### src/rtl/ball_fsm.sv
// ball_fsm: Pong ball motion controller.
// Consumes the collision checker's bounce code (0 none, 1 paddle, 2 wall,
// 3 score). Owns the ball position and direction, and steps the ball once
// per frame_tick.
//
// Ports:
//   clock        system clock, all logic on posedge
//   reset        synchronous, active-high
//   frame_tick   one-cycle pulse per video frame
//   bounce[1:0]  event code from the collision checker (registered upstream)
//   ball_pos_x   ball left edge (pixels)
//   ball_pos_y   ball top edge (pixels)
//   ball_size_x  constant BALL_SIZE
//   ball_size_y  constant BALL_SIZE
//   dir_x        1 = moving right
//   dir_y        1 = moving down
//   serving      high while the ball rests at centre before a serve
//
// state | meaning
// ------+---------------------------------------------------------------
// SERVE | ball held at centre, counting SERVE_DELAY frames, bounces ignored
// MOVE  | ball steps SPEED px per axis per frame, bounces steer or score
module ball_fsm #(
  parameter int SCREEN_X    = 640,
  parameter int SCREEN_Y    = 480,
  parameter int BALL_SIZE   = 8,
  parameter int SPEED       = 2,
  parameter int SERVE_DELAY = 60
) (
  input  logic       clock,
  input  logic       reset,
  input  logic       frame_tick,
  input  logic [1:0] bounce,
  output logic [9:0] ball_pos_x,
  output logic [9:0] ball_pos_y,
  output logic [7:0] ball_size_x,
  output logic [7:0] ball_size_y,
  output logic       dir_x,
  output logic       dir_y,
  output logic       serving
);

  localparam logic [0:0] SERVE = 1'b0;
  localparam logic [0:0] MOVE  = 1'b1;

  localparam int CNT_W = (SERVE_DELAY > 1) ? $clog2(SERVE_DELAY) : 1;
  localparam logic [CNT_W-1:0] CNT_LAST = CNT_W'(SERVE_DELAY - 1);

  localparam logic [10:0] MAX_X  = 11'(SCREEN_X - BALL_SIZE);
  localparam logic [10:0] MAX_Y  = 11'(SCREEN_Y - BALL_SIZE);
  localparam logic [10:0] STEP   = 11'(SPEED);
  localparam logic [10:0] HALF_X = 11'(SCREEN_X / 2);
  localparam logic [9:0]  CX     = 10'((SCREEN_X - BALL_SIZE) / 2);
  localparam logic [9:0]  CY     = 10'((SCREEN_Y - BALL_SIZE) / 2);

  logic [0:0]       state;
  logic [CNT_W-1:0] serve_cnt;
  logic [1:0]       bounce_q;
  logic             accept;
  logic             dir_x_nx;
  logic             dir_y_nx;

  // One axis step, computed one bit wider than the position so that
  // neither underflow below 0 nor overflow past the far edge can wrap.
  function automatic logic [9:0] step_axis(input logic [9:0]  pos,
                                           input logic        fwd,
                                           input logic [10:0] lim);
    logic [10:0] p;
    logic [10:0] r;
    p = {1'b0, pos};
    if (fwd) begin
      r = p + STEP;
      if (r > lim) r = lim;
    end else begin
      if (p < STEP) r = '0;
      else          r = p - STEP;
    end
    return 10'(r);
  endfunction

  // Only a change to a non-zero code counts, so a code held across several
  // cycles (or the one-cycle-stale code upstream) fires exactly once.
  assign accept = (bounce != 2'd0) && (bounce != bounce_q);

  // Steering takes effect before a coincident step.
  assign dir_x_nx = dir_x ^ (accept && (bounce == 2'd1));
  assign dir_y_nx = dir_y ^ (accept && (bounce == 2'd2));

  assign serving     = (state == SERVE);
  assign ball_size_x = 8'(BALL_SIZE);
  assign ball_size_y = 8'(BALL_SIZE);

  always_ff @(posedge clock) begin
    if (reset) begin
      state      <= SERVE;
      serve_cnt  <= '0;
      bounce_q   <= 2'd0;
      ball_pos_x <= CX;
      ball_pos_y <= CY;
      dir_x      <= 1'b1;
      dir_y      <= 1'b1;
    end else begin
      bounce_q <= bounce;
      case (state)
        SERVE: begin
          if (frame_tick) begin
            if (serve_cnt == CNT_LAST) begin
              serve_cnt <= '0;
              state     <= MOVE;
            end else begin
              serve_cnt <= serve_cnt + 1'b1;
            end
          end
        end
        MOVE: begin
          if (accept && (bounce == 2'd3)) begin
            // Score beats a coincident tick; serve away from the exit side.
            state      <= SERVE;
            serve_cnt  <= '0;
            ball_pos_x <= CX;
            ball_pos_y <= CY;
            dir_x      <= ({1'b0, ball_pos_x} < HALF_X);
          end else begin
            dir_x <= dir_x_nx;
            dir_y <= dir_y_nx;
            if (frame_tick) begin
              ball_pos_x <= step_axis(ball_pos_x, dir_x_nx, MAX_X);
              ball_pos_y <= step_axis(ball_pos_y, dir_y_nx, MAX_Y);
            end
          end
        end
        default: state <= SERVE;
      endcase
    end
  end

endmodule

### config.mk
export PLATFORM = sky130hd
export DESIGN_NAME = ball_fsm
export DESIGN_NICKNAME = d
export VERILOG_FILES = /design/src/rtl/ball_fsm.sv
export SDC_FILE = /design/constraint.sdc
export NUM_CORES = 1
export LEC_CHECK = 0
export CORE_MARGIN = 2
export CORE_UTILIZATION = 27
export CTS_CLUSTER_SIZE = 8
export DETAILED_ROUTE_END_ITERATION = 8
export DONT_BUFFER_PORTS = 1
export PLACE_DENSITY = 0.42
export SYNTH_ARGS = -nofsm -noshare
export SYNTH_HDL_FRONTEND = slang
export SYNTH_SLANG_ARGS = --single-unit
### constraint.sdc
create_clock -name clock -period 4.6 [get_ports clock]
set_input_delay 1.15 -clock clock [delete_from_list [all_inputs] [get_ports clock]]
set_output_delay 1.15 -clock clock [all_outputs]
set_load 0.05 [all_outputs]
After elaboration in Yosys (flattened, before gate mapping)
Cells that the tools add are included.
Operators by class
  shift-type cells: 0
  magnitude comparators: 5
  multiplexer cells: 19
  reductions and logical operators: 9
  divide/modulo/power cells: 0
  equal/unequal tests: 7
  $add $sub $neg: 5
  bitwise logic cells: 4
  $mul: 0
Operators by type and width (number)
  10-bit two-way mux: 10
  10-bit by 2-bit adder with 11-bit output, second input constant: 2
  10-bit by 2-bit < comparator with 1-bit output, second input constant: 2
  10-bit by 2-bit subtractor with 10-bit output, second input constant: 2
  6-bit two-way mux: 3
  6-bit case mux with 2 select lines: 1
  11-bit by 10-bit > comparator with 1-bit output, second input constant: 1
  11-bit by 9-bit > comparator with 1-bit output, second input constant: 1
  10-bit by 9-bit < comparator with 1-bit output, second input constant: 1
  6-bit by 1-bit adder with 6-bit output, second input constant: 1
  6-bit equality test, second input constant: 1
  2-bit AND reduction: 3
  2-bit equality test, second input constant: 2
  1-bit logical AND: 4
  1-bit two-way mux: 4
  2-bit nonzero test: 2
  2-bit by 1-bit equality test with 1-bit output, second input constant: 1
  2-bit by 1-bit inequality test with 1-bit output, second input constant: 1
  2-bit inequality test: 1
  2-bit inequality test, second input constant: 1
  1-bit NOT: 2
  1-bit case mux with 2 select lines: 1
  1-bit bitwise XOR: 2
Storage, ports and cells
  latch bits: 0
  logic and storage cells: 56
  input bits: 5
  RAM bits: 0
  flip-flop bits (word level): 31
  memory bits (read-only): 0
  output and inout port bits: 39
  memories kept: 0

Depth between registers and ports, before layout
  word-level depth: 7
  gate-level depth with buffers: 9
  mapped depth without buffers: 9

Least setup slack after synthesis
OpenSTA, ideal clock, no wires.
  path type: reg2reg
  start: register ball_pos_x[2]
  end: register ball_pos_x[6]
  period minus slack after synthesis: 2.802 ns
  library setup time: 0.117 ns
  path buffers: 0
  cell stages (with the launch flop): 9
  data required time: 4.483 ns
  arrival time: 2.685 ns
  slack: 1.798 ns
  path through: dfxtp_1 > ha_1 > nand3_2 > or4_4 > a221oi_2 > nor2_1 > a311oi_2 > o21ai_1 > a22o_1
Between the ends
  word-level cells in the longest chain between the ends: 6
  elaborated cells on any way between the ends: 9
  classes of those cells: 2 x add/sub; 2 x order compare; 5 x mux
RTL lines
  start: declaration: RTL line 34  | output logic [9:0] ball_pos_x,
  start signal: assignment: RTL line 127  | ball_pos_x <= step_axis(ball_pos_x, dir_x_nx, MAX_X);
  10-bit by 2-bit adder with 11-bit output: RTL line 72  | r = p + STEP;
  11-bit by 10-bit > comparator with 1-bit output: RTL line 73  | if (r > lim) r = lim;
  10-bit two-way mux: RTL line 73
  10-bit two-way mux *: RTL line 71  | if (fwd) begin
  10-bit two-way mux *: RTL line 126  | if (frame_tick) begin
  10-bit two-way mux *: RTL line 116  | if (accept && (bounce == 2'd3)) begin
Every way passes the cells marked *; elsewhere a longest branch is shown, timed or not. The select of a mux whose other input is x is not followed.
A chain may end at the register's enable or synchronous reset.

Final worst setup path
Same ends and word-level chain as after synthesis.

==> results.md <==
Yosys:
- Yosys printed 0 warnings.
- The netlist area before placement is about 2400 um2.
- In the post-synthesis netlist, the biggest area contributors are sky130_fd_sc_hd__dfxtp_1 (24%), sky130_fd_sc_hd__nor2_1 (6.0%), sky130_fd_sc_hd__buf_4 (5.8%).
- Of the post-synthesis cell area, the dominant cell type holds about a quarter.
- After synthesis, the share of flip-flops with an asynchronous set or reset is 0%.
- The number of enable-type register cells in the synthesized netlist is 0.
- The sequential area share after synthesis is around a quarter.
- The count of cell types in the netlist is 62.
- Averaged over all synthesized cells, the footprint is between 7 and 8 um2.
- For this run, the leading register cell type out of synthesis is sky130_fd_sc_hd__dfxtp_1.
- The cell taking the most area after synthesis is sky130_fd_sc_hd__dfxtp_1.
- The count of mapped cells out of synthesis is 334.
- The count of state elements after synthesis is 29.

Floorplanning:
- The die is between 90 and 100 um tall.
- The initial core utilization is 27.9%.
- After floorplanning, the core was sized to cover between 8000 and 9000 um2.
- The floorplan step set the die width to 99.1 um.
- The floorplan die area is 9820 um2.
- The boundary pin count is 44.
- The floorplan has 34 rows.

Timing:
- Subtracting the final worst setup slack from the clock period gives 3.07 ns.
- The worst max-slew margin expressed relative to the limit is between 30% and 40%.
- The final total negative setup slack is 0 ns.
- The count of pins over their slew limit is 0.
- At the pin with the least slew margin, the transition time is approximately 1.0 ns.
- The final-report hold violation count is 0.
- The part of the cycle the worst path needs is 66.8%.
- Derived from the worst setup path, the maximum achievable clock frequency is around 0.33 GHz.
- On the final layout, the worst clock skew is ~0.0095 ns.
- Setup violations remaining at the end of the flow were counted as 0.
- The worst hold slack is 0.518 ns.
- Setup repair after global routing left no endpoint under its margin.

Placement:
- The placer congestion estimate is roughly 0.8.
- The count of buffers from port buffering is 0.
- The number of cells in the design after placement is roughly 420.
- Summed over all nets, the half-perimeter wirelength after detailed placement is 5.03 mm.

Worst hold path:
- The worst hold path was traced through 2 stages.
- The path with the worst hold slack has its endpoint at serve_cnt[5].
- The path class of the tightest hold or removal check is flip-flop to flip-flop.
- The worst min-delay path startpoint is serve_cnt[5].

Drt:
- The wire length reported by the detailed router is 6.87 mm.
- The per-cell via count in the routed design is around 5.3.
- The total number of vias is between 2000 and 2500.
- After detailed routing, the number of remaining DRC violations is 0.
- After the first detailed-routing iteration, the DRC count stood at about 150.
- After detailed routing, the average wire length per cell comes to 15.9 um.
- The count of nets left with antenna violations after detail routing is 0.
- For this run, the detailed router's first-pass iteration total came to 4.

Setup path:
- The critical path data required time is around 4.8 ns.
- The peak per-stage delay on the critical path is roughly 0.82 ns.
- The worst flop-to-flop path endpoint is ball_pos_x[6].
- The reg-to-reg critical path startpoint is ball_pos_x[2].
- By startpoint and endpoint, the worst setup path is classified as flip-flop to flip-flop.
- The endpoint type of the worst setup path is a flip-flop.
- Of all nets on the critical path, the largest fanout is 11.
- The depth of the worst register-to-register path is 8.
- Walking the worst path, the cells encountered are ha_1, nand3_2, or4_4, a221oi_2, nor2_1, a311oi_2, o21ai_1, a22o_1.
- The worst setup path is launched from a flip-flop.
- The number of buffers and inverters on the critical path is 0.
- The kind of cell adding the most delay to the critical path is compound AO/OA/AOI/OAI gates.
- The setup check on the worst reg-to-reg path leaves a slack of ~1.5 ns.
- The endpoint arrival time on the critical path is approximately 3.3 ns.
- The largest individual stage delay along the critical path comes from the cell sky130_fd_sc_hd__dfxtp_1.

Cells and area:
- The number of diodes added for antenna fixing is 0.
- The number of nets at the end of the flow is roughly 330.
- Measured on the finished design, the core utilization comes to 28.7%.
- The layout-stage area growth over the synthesis result is 2.82%.
- The count of cells in the finished layout, fillers not included, comes to 431.
- After filler insertion, the fill cell instance count of the layout stands at 981.
- In the final layout, the share of cells above drive strength 1 is under 10%.

Global route:
- The remaining global-route overflow is 0.
- The layer flagged by global routing as most heavily used is met2.
- For met3 alone, demand over resource in global routing was 4.22%.
- The via count of the first global-routing pass is about 2100.
- The number of antenna violations at the first check in global routing is 0.
- Global routing consumed, over all layers together, between 10 and 15% of the routing resources.
- The wire length of the first global-routing pass is 11.0 mm.
- The met2 track demand over resource in global routing is between 20 and 25%.
- The met1 track utilization from global routing is between 15 and 20%.
- The pin count of the biggest net entering global routing is 20.

Clock tree:
- The worst-skew pair later-pin latency is between 0.2 and 0.3 ns.
- The clock input transition at the sequential cells of the worst setup and hold paths is around 0.07 ns.
- In this run, post-CTS repair resized a total of 0 instances.
- TritonCTS built the clock tree.
- Counting along the longest clock path gives a buffer depth of 2.
- The post-CTS setup repair buffer count is 0.
- After clock tree synthesis, the flow added hold-fix buffers numbering 0.
- The number of sinks driven by the clock tree is 29.
- The H-tree depth reported by CTS is 2.
- The CTS root buffer is sky130_fd_sc_hd__clkbuf_8.
- The number of buffers inserted during clock tree synthesis is 5.

Pwr:
- The ratio of total power to cell area is roughly 240 nW/um2.
- For this design the static power due to leakage is 0.893 nW.
- The maximum VDD drop is 0.157 mV.

Flow run:
- Max-cap violations in this run came to 0.

Outcome:
- The run finished with clean final reports.
## cell usage after synthesis, types with 7 or more instances
cell / instances
sky130_fd_sc_hd__inv_1: 11
sky130_fd_sc_hd__clkbuf_1: 10
sky130_fd_sc_hd__o21ai_0: 14
sky130_fd_sc_hd__dfxtp_1: 29
sky130_fd_sc_hd__nor3_1: 10
sky130_fd_sc_hd__a21oi_1: 26
sky130_fd_sc_hd__nand2_1: 37
sky130_fd_sc_hd__a31oi_1: 8
sky130_fd_sc_hd__buf_4: 19
sky130_fd_sc_hd__nand3_1: 14
sky130_fd_sc_hd__nor2_1: 39
sky130_fd_sc_hd__xor2_1: 7
## metrics by stage
step                      total power, W  cell area (um2)  setup WS (ns)
after floorplan                 0.000334             2500           1.80
after global routing            0.000636             2510           1.34
final                           0.000609             2510           1.53
after detailed placement        0.000329             2390           1.56
after CTS                       0.000623             2510           1.54
after global placement          0.000330             2390           1.61
## cell usage in the layout, fill, tap and decap left out, types with 2 or more instances in the layout
master	Yosys	final
sky130_fd_sc_hd__o221ai_1	3	3
sky130_fd_sc_hd__a21o_1	2	2
sky130_fd_sc_hd__nand2b_1	5	5
sky130_fd_sc_hd__nand4_1	6	6
sky130_fd_sc_hd__nand2_1	37	37
sky130_fd_sc_hd__dfxtp_1	29	29
sky130_fd_sc_hd__nand3_1	14	14
sky130_fd_sc_hd__ha_1	6	6
sky130_fd_sc_hd__nor2b_1	4	4
sky130_fd_sc_hd__a221oi_1	3	3
sky130_fd_sc_hd__inv_1	11	11
sky130_fd_sc_hd__o211ai_1	5	5
sky130_fd_sc_hd__o21ai_1	4	4
sky130_fd_sc_hd__mux2i_1	4	4
sky130_fd_sc_hd__xnor2_1	5	5
sky130_fd_sc_hd__clkbuf_8	2	6
sky130_fd_sc_hd__o21ai_0	14	14
sky130_fd_sc_hd__conb_1	2	18
sky130_fd_sc_hd__nand3_2	2	2
sky130_fd_sc_hd__or4_1	2	2
sky130_fd_sc_hd__and3_1	4	4
sky130_fd_sc_hd__a211oi_1	4	4
sky130_fd_sc_hd__nor3_1	10	10
sky130_fd_sc_hd__nand3b_1	3	3
sky130_fd_sc_hd__o31a_1	2	2
sky130_fd_sc_hd__xor2_1	7	7
sky130_fd_sc_hd__a31oi_1	8	8
sky130_fd_sc_hd__o22ai_1	3	3
sky130_fd_sc_hd__a21oi_1	26	26
sky130_fd_sc_hd__nor2_1	39	39
sky130_fd_sc_hd__or3_1	4	4
sky130_fd_sc_hd__nor3b_1	3	3
sky130_fd_sc_hd__a21boi_0	2	2
sky130_fd_sc_hd__nor4_1	2	2
## sequential cells by signal (all words and copies together), names as in the netlist
name	cells
ball_pos_x	9
state	1
serve_cnt	6
dir_x	1
ball_pos_y	9
bounce_q	2
dir_y	1
## where the power goes
group | internal [W] | switching [W]
Combinational | 0.0000128 | 0.0000546
Clock | 0.000176 | 0.000110
Sequential | 0.000254 | 0.00000218
## metal layers
| metal | vias up | share of wire (%) |
|---|---|---|
| li1 | 1139 | - |
| met1 | 1084 | 47 |
| met2 | 58 | 45 |
| met3 | 11 | 6.2 |
| met4 | 0 | 1.6 |
| met5 | - | 0 |
## area by class of cell
cell class	count	area, um2	area share, %
multi-input cells	274	1630	64.8
clock inverters	2	37.5	1.49
repair buffers	1	7.51	0.299
well taps	108	135	5.38
clock buffers	6	82.6	3.29
inverters	11	41.3	1.64
flip-flops and latches	29	581	23.1
## cells by family after synthesis
family	share of synthesized area, %
AND/OR/NAND/NOR	30.0
adder cells (fa/ha/maj)	3.07
flip-flops	23.8
buffers and inverters	12.1
other	0.307
XOR/XNOR	4.97
AO/OA/AOI/OAI	23.7
multiplexers	2.10
## worst max-delay path by stage
stage,start,end,slack (ns),cells past startpoint
after floorplan,ball_pos_x[2],ball_pos_x[6],1.80,8
after global placement,ball_pos_x[1],ball_pos_x[6],1.61,8
after detailed placement,ball_pos_x[1],ball_pos_x[6],1.56,8
after CTS,ball_pos_x[1],ball_pos_x[6],1.54,8
after global routing,ball_pos_x[1],ball_pos_x[6],1.34,8
final,ball_pos_x[2],ball_pos_x[6],1.53,8
## tightest hold or removal path, delay by kind of cell, from the launching register on
kind	cells	cell delay (ns)
xor+xnor	1	0.07
flops	1	0.35
simple gates	1	0.07
Power figures use the tool's default switching activity.
